`src/rtl/definitions_pkg.sv`:
```
// Shared UART definitions: parity selection type and default line-rate constants.
package definitions_pkg;

   localparam int unsigned CLOCK_RATE = 50_000_000;
   localparam int unsigned BAUD_RATE  = 115_200;

   // 2'b11 is deliberately left unnamed; the transmitter treats it as no parity.
   typedef enum logic [1:0] {
      PARITY_NONE = 2'b00,
      PARITY_EVEN = 2'b01,
      PARITY_ODD  = 2'b10
   } parity_e;

   // True only for the two encodings that add a parity bit to the frame.
   function automatic logic parity_enabled(input parity_e mode);
      return (mode == PARITY_EVEN) || (mode == PARITY_ODD);
   endfunction

endpackage

```
`src/rtl/baud_tick_gen.sv`:
```
// Bit-period counter: counts 0..CLKS_PER_BIT-1 while running and strobes
// bit_end in the last cycle of each bit. A synchronous restart zeroes the
// phase so every frame begins on a fresh bit boundary.
module baud_tick_gen #(
   parameter int CLKS_PER_BIT = 4
) (
   input  logic clk,
   input  logic rst,
   input  logic restart,
   input  logic run,
   output logic bit_end
);

   localparam int CW = (CLKS_PER_BIT > 1) ? $clog2(CLKS_PER_BIT) : 1;
   localparam logic [CW-1:0] LAST = CW'(CLKS_PER_BIT - 1);

   logic [CW-1:0] cnt_q, cnt_d;

   assign bit_end = run && (cnt_q == LAST);

   // Next count: restart and idle hold zero, otherwise wrap at the bit end.
   always_comb begin
      cnt_d = cnt_q;
      if (restart || !run) begin
         cnt_d = '0;
      end else if (cnt_q == LAST) begin
         cnt_d = '0;
      end else begin
         cnt_d = cnt_q + 1'b1;
      end
   end

   // Counter register.
   always_ff @(posedge clk or posedge rst) begin
      if (rst) begin
         cnt_q <= '0;
      end else begin
         cnt_q <= cnt_d;
      end
   end

endmodule

```
`src/rtl/uart_transmitter.sv`:
```
// UART transmitter: start bit, DATA_BITS data bits LSB first, optional
// parity bit, one or two stop bits. Frame configuration is captured at
// acceptance; ready is offered in the final stop-bit cycle so frames can
// be sent back to back with no idle gap.
module uart_transmitter
   import definitions_pkg::*;
#(
   parameter int DATA_BITS    = 8,
   parameter int CLKS_PER_BIT = CLOCK_RATE / BAUD_RATE
) (
   input  logic                 clk,
   input  logic                 rst,
   input  logic                 enabled,
   input  logic                 tx_valid,
   output logic                 tx_ready,
   input  logic [DATA_BITS-1:0] tx_data,
   input  parity_e              parity_mode,
   input  logic                 two_stop,
   output logic                 busy,
   output logic                 done,
   output logic                 out
);

   localparam int BCW = $clog2(DATA_BITS);
   localparam logic [BCW-1:0] LAST_BIT = BCW'(DATA_BITS - 1);

   localparam logic [2:0] S_IDLE   = 3'd0;
   localparam logic [2:0] S_START  = 3'd1;
   localparam logic [2:0] S_DATA   = 3'd2;
   localparam logic [2:0] S_PARITY = 3'd3;
   localparam logic [2:0] S_STOP   = 3'd4;

   logic [2:0]           state_q, state_d;
   logic [DATA_BITS-1:0] shift_q, shift_d;
   logic [BCW-1:0]       bit_cnt_q, bit_cnt_d;
   logic                 stop_cnt_q, stop_cnt_d;
   logic                 par_en_q, par_en_d;
   logic                 par_bit_q, par_bit_d;
   logic                 two_stop_q, two_stop_d;
   logic                 ready_en_q;

   logic bit_end;
   logic accept;
   logic last_stop;

   // ready_en_q keeps tx_ready low through reset and rises on the first edge after it.
   assign last_stop = (state_q == S_STOP) && bit_end && (!two_stop_q || stop_cnt_q);
   assign done      = enabled && last_stop;
   assign tx_ready  = ready_en_q && enabled && ((state_q == S_IDLE) || last_stop);
   assign accept    = tx_valid && tx_ready;
   assign busy      = (state_q != S_IDLE);

   baud_tick_gen #(
      .CLKS_PER_BIT(CLKS_PER_BIT)
   ) u_tick (
      .clk    (clk),
      .rst    (rst),
      .restart(accept),
      .run    (busy),
      .bit_end(bit_end)
   );

   // Serial line value for the bit currently being sent; idle and stop are high.
   always_comb begin
      out = 1'b1;
      case (state_q)
         S_START:  out = 1'b0;
         S_DATA:   out = shift_q[0];
         S_PARITY: out = par_bit_q;
         default:  out = 1'b1;
      endcase
   end

   // Frame sequencing: abort on disable, load on accept, advance on bit end.
   always_comb begin
      state_d    = state_q;
      shift_d    = shift_q;
      bit_cnt_d  = bit_cnt_q;
      stop_cnt_d = stop_cnt_q;
      par_en_d   = par_en_q;
      par_bit_d  = par_bit_q;
      two_stop_d = two_stop_q;
      if (!enabled) begin
         state_d    = S_IDLE;
         shift_d    = '0;
         bit_cnt_d  = '0;
         stop_cnt_d = 1'b0;
      end else if (accept) begin
         state_d    = S_START;
         shift_d    = tx_data;
         bit_cnt_d  = '0;
         stop_cnt_d = 1'b0;
         par_en_d   = parity_enabled(parity_mode);
         par_bit_d  = (^tx_data) ^ (parity_mode == PARITY_ODD);
         two_stop_d = two_stop;
      end else if (bit_end) begin
         case (state_q)
            S_START: state_d = S_DATA;
            S_DATA: begin
               shift_d = shift_q >> 1;
               if (bit_cnt_q == LAST_BIT) begin
                  bit_cnt_d = '0;
                  state_d   = par_en_q ? S_PARITY : S_STOP;
               end else begin
                  bit_cnt_d = bit_cnt_q + 1'b1;
               end
            end
            S_PARITY: state_d = S_STOP;
            S_STOP: begin
               if (two_stop_q && !stop_cnt_q) begin
                  stop_cnt_d = 1'b1;
               end else begin
                  stop_cnt_d = 1'b0;
                  state_d    = S_IDLE;
               end
            end
            default: state_d = S_IDLE;
         endcase
      end
   end

   // State and datapath registers; reset aborts any frame immediately.
   always_ff @(posedge clk or posedge rst) begin
      if (rst) begin
         state_q    <= S_IDLE;
         shift_q    <= '0;
         bit_cnt_q  <= '0;
         stop_cnt_q <= 1'b0;
         par_en_q   <= 1'b0;
         par_bit_q  <= 1'b0;
         two_stop_q <= 1'b0;
         ready_en_q <= 1'b0;
      end else begin
         state_q    <= state_d;
         shift_q    <= shift_d;
         bit_cnt_q  <= bit_cnt_d;
         stop_cnt_q <= stop_cnt_d;
         par_en_q   <= par_en_d;
         par_bit_q  <= par_bit_d;
         two_stop_q <= two_stop_d;
         ready_en_q <= 1'b1;
      end
   end

endmodule

```
`config.mk`:
```
export PLATFORM = sky130hd
export DESIGN_NAME = uart_transmitter
export DESIGN_NICKNAME = d
export VERILOG_FILES = /design/src/rtl/definitions_pkg.sv /design/src/rtl/baud_tick_gen.sv /design/src/rtl/uart_transmitter.sv
export SDC_FILE = /design/constraint.sdc
export NUM_CORES = 1
export LEC_CHECK = 0
export BUFFER_PORTS_ARGS = -buffer_cell sky130_fd_sc_hd__buf_2
export CORE_ASPECT_RATIO = 0.5
export CORE_MARGIN = 2
export CORE_UTILIZATION = 58
export DETAILED_ROUTE_END_ITERATION = 8
export GPL_TIMING_DRIVEN = 0
export PLACE_DENSITY = 0.79
export RECOVER_POWER = 100
export SLEW_MARGIN = 40
export SYNTH_ARGS = -nofsm -noshare
export SYNTH_HDL_FRONTEND = slang
export SYNTH_HIERARCHICAL = 1
export SYNTH_SLANG_ARGS = --single-unit
```
`constraint.sdc`:
```
create_clock -name clk -period 3.6 [get_ports clk]
set_clock_uncertainty 0.2 [all_clocks]
set_input_delay 0.72 -clock clk [delete_from_list [all_inputs] [get_ports clk]]
set_output_delay 0.72 -clock clk [all_outputs]
set_load 0.05 [all_outputs]
```
==> results.sh <==
export IMPL_outcome="complete, no violations"
export IMPL_fmax_ghz=0.301
export IMPL_internal_power_uw=477
export IMPL_fin_nets=208
export IMPL_die_w_um=80.5
export IMPL_pwr_share_clk_pct=30.1
export IMPL_cp_max_fo=7
export IMPL_n_fill_cell=227
export IMPL_synth_common_cells="28 x dfrtp_1, 18 x nor2_1, 13 x nand2_1, 11 x inv_1"
export IMPL_pin_count=19
export IMPL_fin_util_pct=68.2
export IMPL_insertion_delay_ps=280
export IMPL_r2r_slack_ps=410
export IMPL_syn_inst=165
export IMPL_drtAntennaViolNets=0
export IMPL_wl_met3_um=105
export IMPL_fin_tns_setup_ps=0
export IMPL_drive_above_1_share_pct=19.3
export IMPL_drcViolationCount=0
export IMPL_cts_inserted_buffers=3
export IMPL_grt_util_all_layers_pct=22.0
export IMPL_multi_input_area_um2=855
export IMPL_hp_class="primary input to async pin"
export IMPL_r2r_end="shift_q[1]"
export IMPL_grt_pass1_vias=1287
export IMPL_met2_length_um=1640
export IMPL_setup_slack_ps=273
export IMPL_avgSynthCellArea_um2=10.3
export IMPL_reg2reg_from="u_tick/cnt_q[1]"
export IMPL_yosysUniqueCellTypes=53
export IMPL_dpl_worst_slack_ps=464
export IMPL_grt_pass1_wl_um=5760
export IMPL_yosysWarnings=6
export IMPL_die_area_um2=3400
export IMPL_vias=1268
export IMPL_hold_viol_final=0
export IMPL_routedWlPerCell_um=15.1
export IMPL_fin_crit_sh_pct=92.4
export IMPL_hold_buffers=0
export IMPL_cp_required_ps=2680
export IMPL_post_dp_cell_area_um2=1850
export IMPL_syn_nets=185
export IMPL_clk_pin_slew_ps=90
export IMPL_pwr_share_seq_pct=53.8
export IMPL_dp_hpwl_um=2440
export IMPL_syn2layout_area_growth_pct=7.66
export IMPL_startpoint="u_tick/cnt_q[1]"
export IMPL_grt_overflow=0
export IMPL_p_sw_uw=176
export IMPL_slew_viol_final=0
export IMPL_rsz0062_at_grt="no"
export IMPL_num_rows=13
export IMPL_yosysTopAreaCellShare_pct=41.2
export IMPL_cap_violations=0
export IMPL_wl_met1_um=1600
export IMPL_synth_edf_count=0
export IMPL_seqCellArea_um2=701
export IMPL_core_um2=2680
export IMPL_grt_start_max_net_pins=20
export IMPL_fp_dieH_um=42.3
export IMPL_root_buffer="clkbuf_8"
export IMPL_final_cells=224
export IMPL_comb_power_share_pct=16.1
export IMPL_fin_worst_hold_slack_ps=188
export IMPL_synth_area_top_cells="dfrtp_1 41%, nor2_1 4.0%, ha_1 3.7%"
export IMPL_p_per_area_nw_per_um2=357
export IMPL_place_inst=220
export IMPL_endpoint_kind="primary output"
export IMPL_via_per_inst=5.66
export IMPL_htree_num_levels=1
export IMPL_cp_start_kind="flop"
export IMPL_cts_sinks=28
export IMPL_synth_main_ff_cell="dfrtp_1"
export IMPL_period_needed_ps=3330
export IMPL_cts_tree="built"
export IMPL_final_cell_area_um2=1830
export IMPL_yosysSeqAreaShare_pct=41.2
export IMPL_tightest_slew_ps=765
export IMPL_synthArstFlopShare_pct=100
export IMPL_antennaDiodeCount=0
export IMPL_crit_end="tx_ready"
export IMPL_worst_slew_margin_rel_pct=48.9
export IMPL_initial_utilization_pct=63.3
export IMPL_portBuffers=18
export IMPL_swShare_pct=26.9
export IMPL_cts_max_path_buffers=2
export IMPL_vdd_ir_drop_max_uv=221
export IMPL_drtIter0Drc=64
export IMPL_reg2reg_depth=10
export IMPL_arrival_ps=2410
export IMPL_netlist_area_um2=1700
export IMPL_synth_top_cell_by_area="dfrtp_1"
export IMPL_p_total_uw=653
export IMPL_yosysMostFrequentCell="dfrtp_1"
export IMPL_ys_ff_latch=28
export IMPL_power_leakage_nw=0.779
export IMPL_path_class="flop to primary output"
export IMPL_antenna_found_initial=0
export IMPL_dr_max_layer_used="met4"
export IMPL_wl_um=3380
export IMPL_firstDrtPassIters=4
export IMPL_setup_viol_count_final=0
export IMPL_gp_routability_congestion=0.823
[layout by cell type, fill, tap and decap left out, types with 2 or more instances in the layout]
cell,n
xnor2_1,7
nor3b_1,2
inv_1,12
o2bb2ai_1,2
nand4_1,2
xor2_1,4
clkbuf_1,5
buf_2,13
o21ai_0,4
dfrtp_1,28
nor2_1,19
mux2_2,2
clkbuf_8,4
ha_1,5
o21a_1,8
a21oi_1,7
nand2b_1,2
o2bb2ai_2,4
nand2_1,13
a31oi_1,3
clkbuf_2,2
nand3_1,6
or3_1,3
[critical path: stages, from the launching register on]
cell       delay, ps
dfrtp_1          420
inv_1             70
ha_1             150
nand4bb_1        220
nor4_4           420
inv_1            120
o21a_1           260
nor3b_2          180
clkbuf_2         290
[state kept, by name, summed over array words and instances, names as in the netlist]
signal and flops:
u_tick/cnt_q 9, shift_q 8, bit_cnt_q 3, state_q 3
par_bit_q 1, par_en_q 1, ready_en_q 1, stop_cnt_q 1
two_stop_q 1
[worst min path at each step]
stage                     startpoint         endpoint  depth (start not counted)
after floorplan           shift_q[1]       shift_q[1]                          1
after global placement    shift_q[6]       shift_q[6]                          1
after detailed placement  shift_q[6]       shift_q[6]                          1
after CTS                        rst  u_tick/cnt_q[2]                          2
after global routing             rst  u_tick/cnt_q[3]                          2
final                            rst  u_tick/cnt_q[0]                          2
[area by class of cell]
type	instances	share of cell area, %
inverter	12	2.46
tap	37	2.53
multi-input combinational	120	46.7
timing repair buffer	18	4.65
clock buffer	4	3.01
sequential	28	38.3
buffer	5	2.33
[metal layers]
metal | vias up | GRT usage (%)
li1 | 626 | -
met2 | 22 | 38.0
met4 | 0 | 5.42
met1 | 616 | 27.7
met3 | 4 | 5.82
met5 | - | 0
[power groups by stage]
stage | combinational (mW) | sequential, mW | clock (mW)
after floorplan | 0.0882 | 0.352 | 0
after global placement | 0.113 | 0.356 | 0
after detailed placement | 0.116 | 0.357 | 0
after CTS | 0.117 | 0.352 | 0.203
after global routing | 0.117 | 0.353 | 0.216
final | 0.105 | 0.351 | 0.196
[repair_timing]
action	4_1_cts	5_1_grt
setup endpoints to repair	0	1
resized for setup	0	1
setup buffers	0	0
[cell families (layout without fill, tap and decap cells)]
kind of cell / after synthesis / in the layout / share of synthesized area (%)
AOI/OAI and AO/OA: 37 / 37 / 18.0
xor gates and xnor gates: 11 / 11 / 5.67
adders and majority gates: 5 / 5 / 3.68
buffers and inverters: 17 / 39 / 5.60
DFF: 28 / 28 / 41.2
muxes: 4 / 4 / 2.80
other: 1 / 1 / 0.221
and+or+nand+nor: 62 / 62 / 22.8
Note: power is estimated with default switching activity, not from simulation.
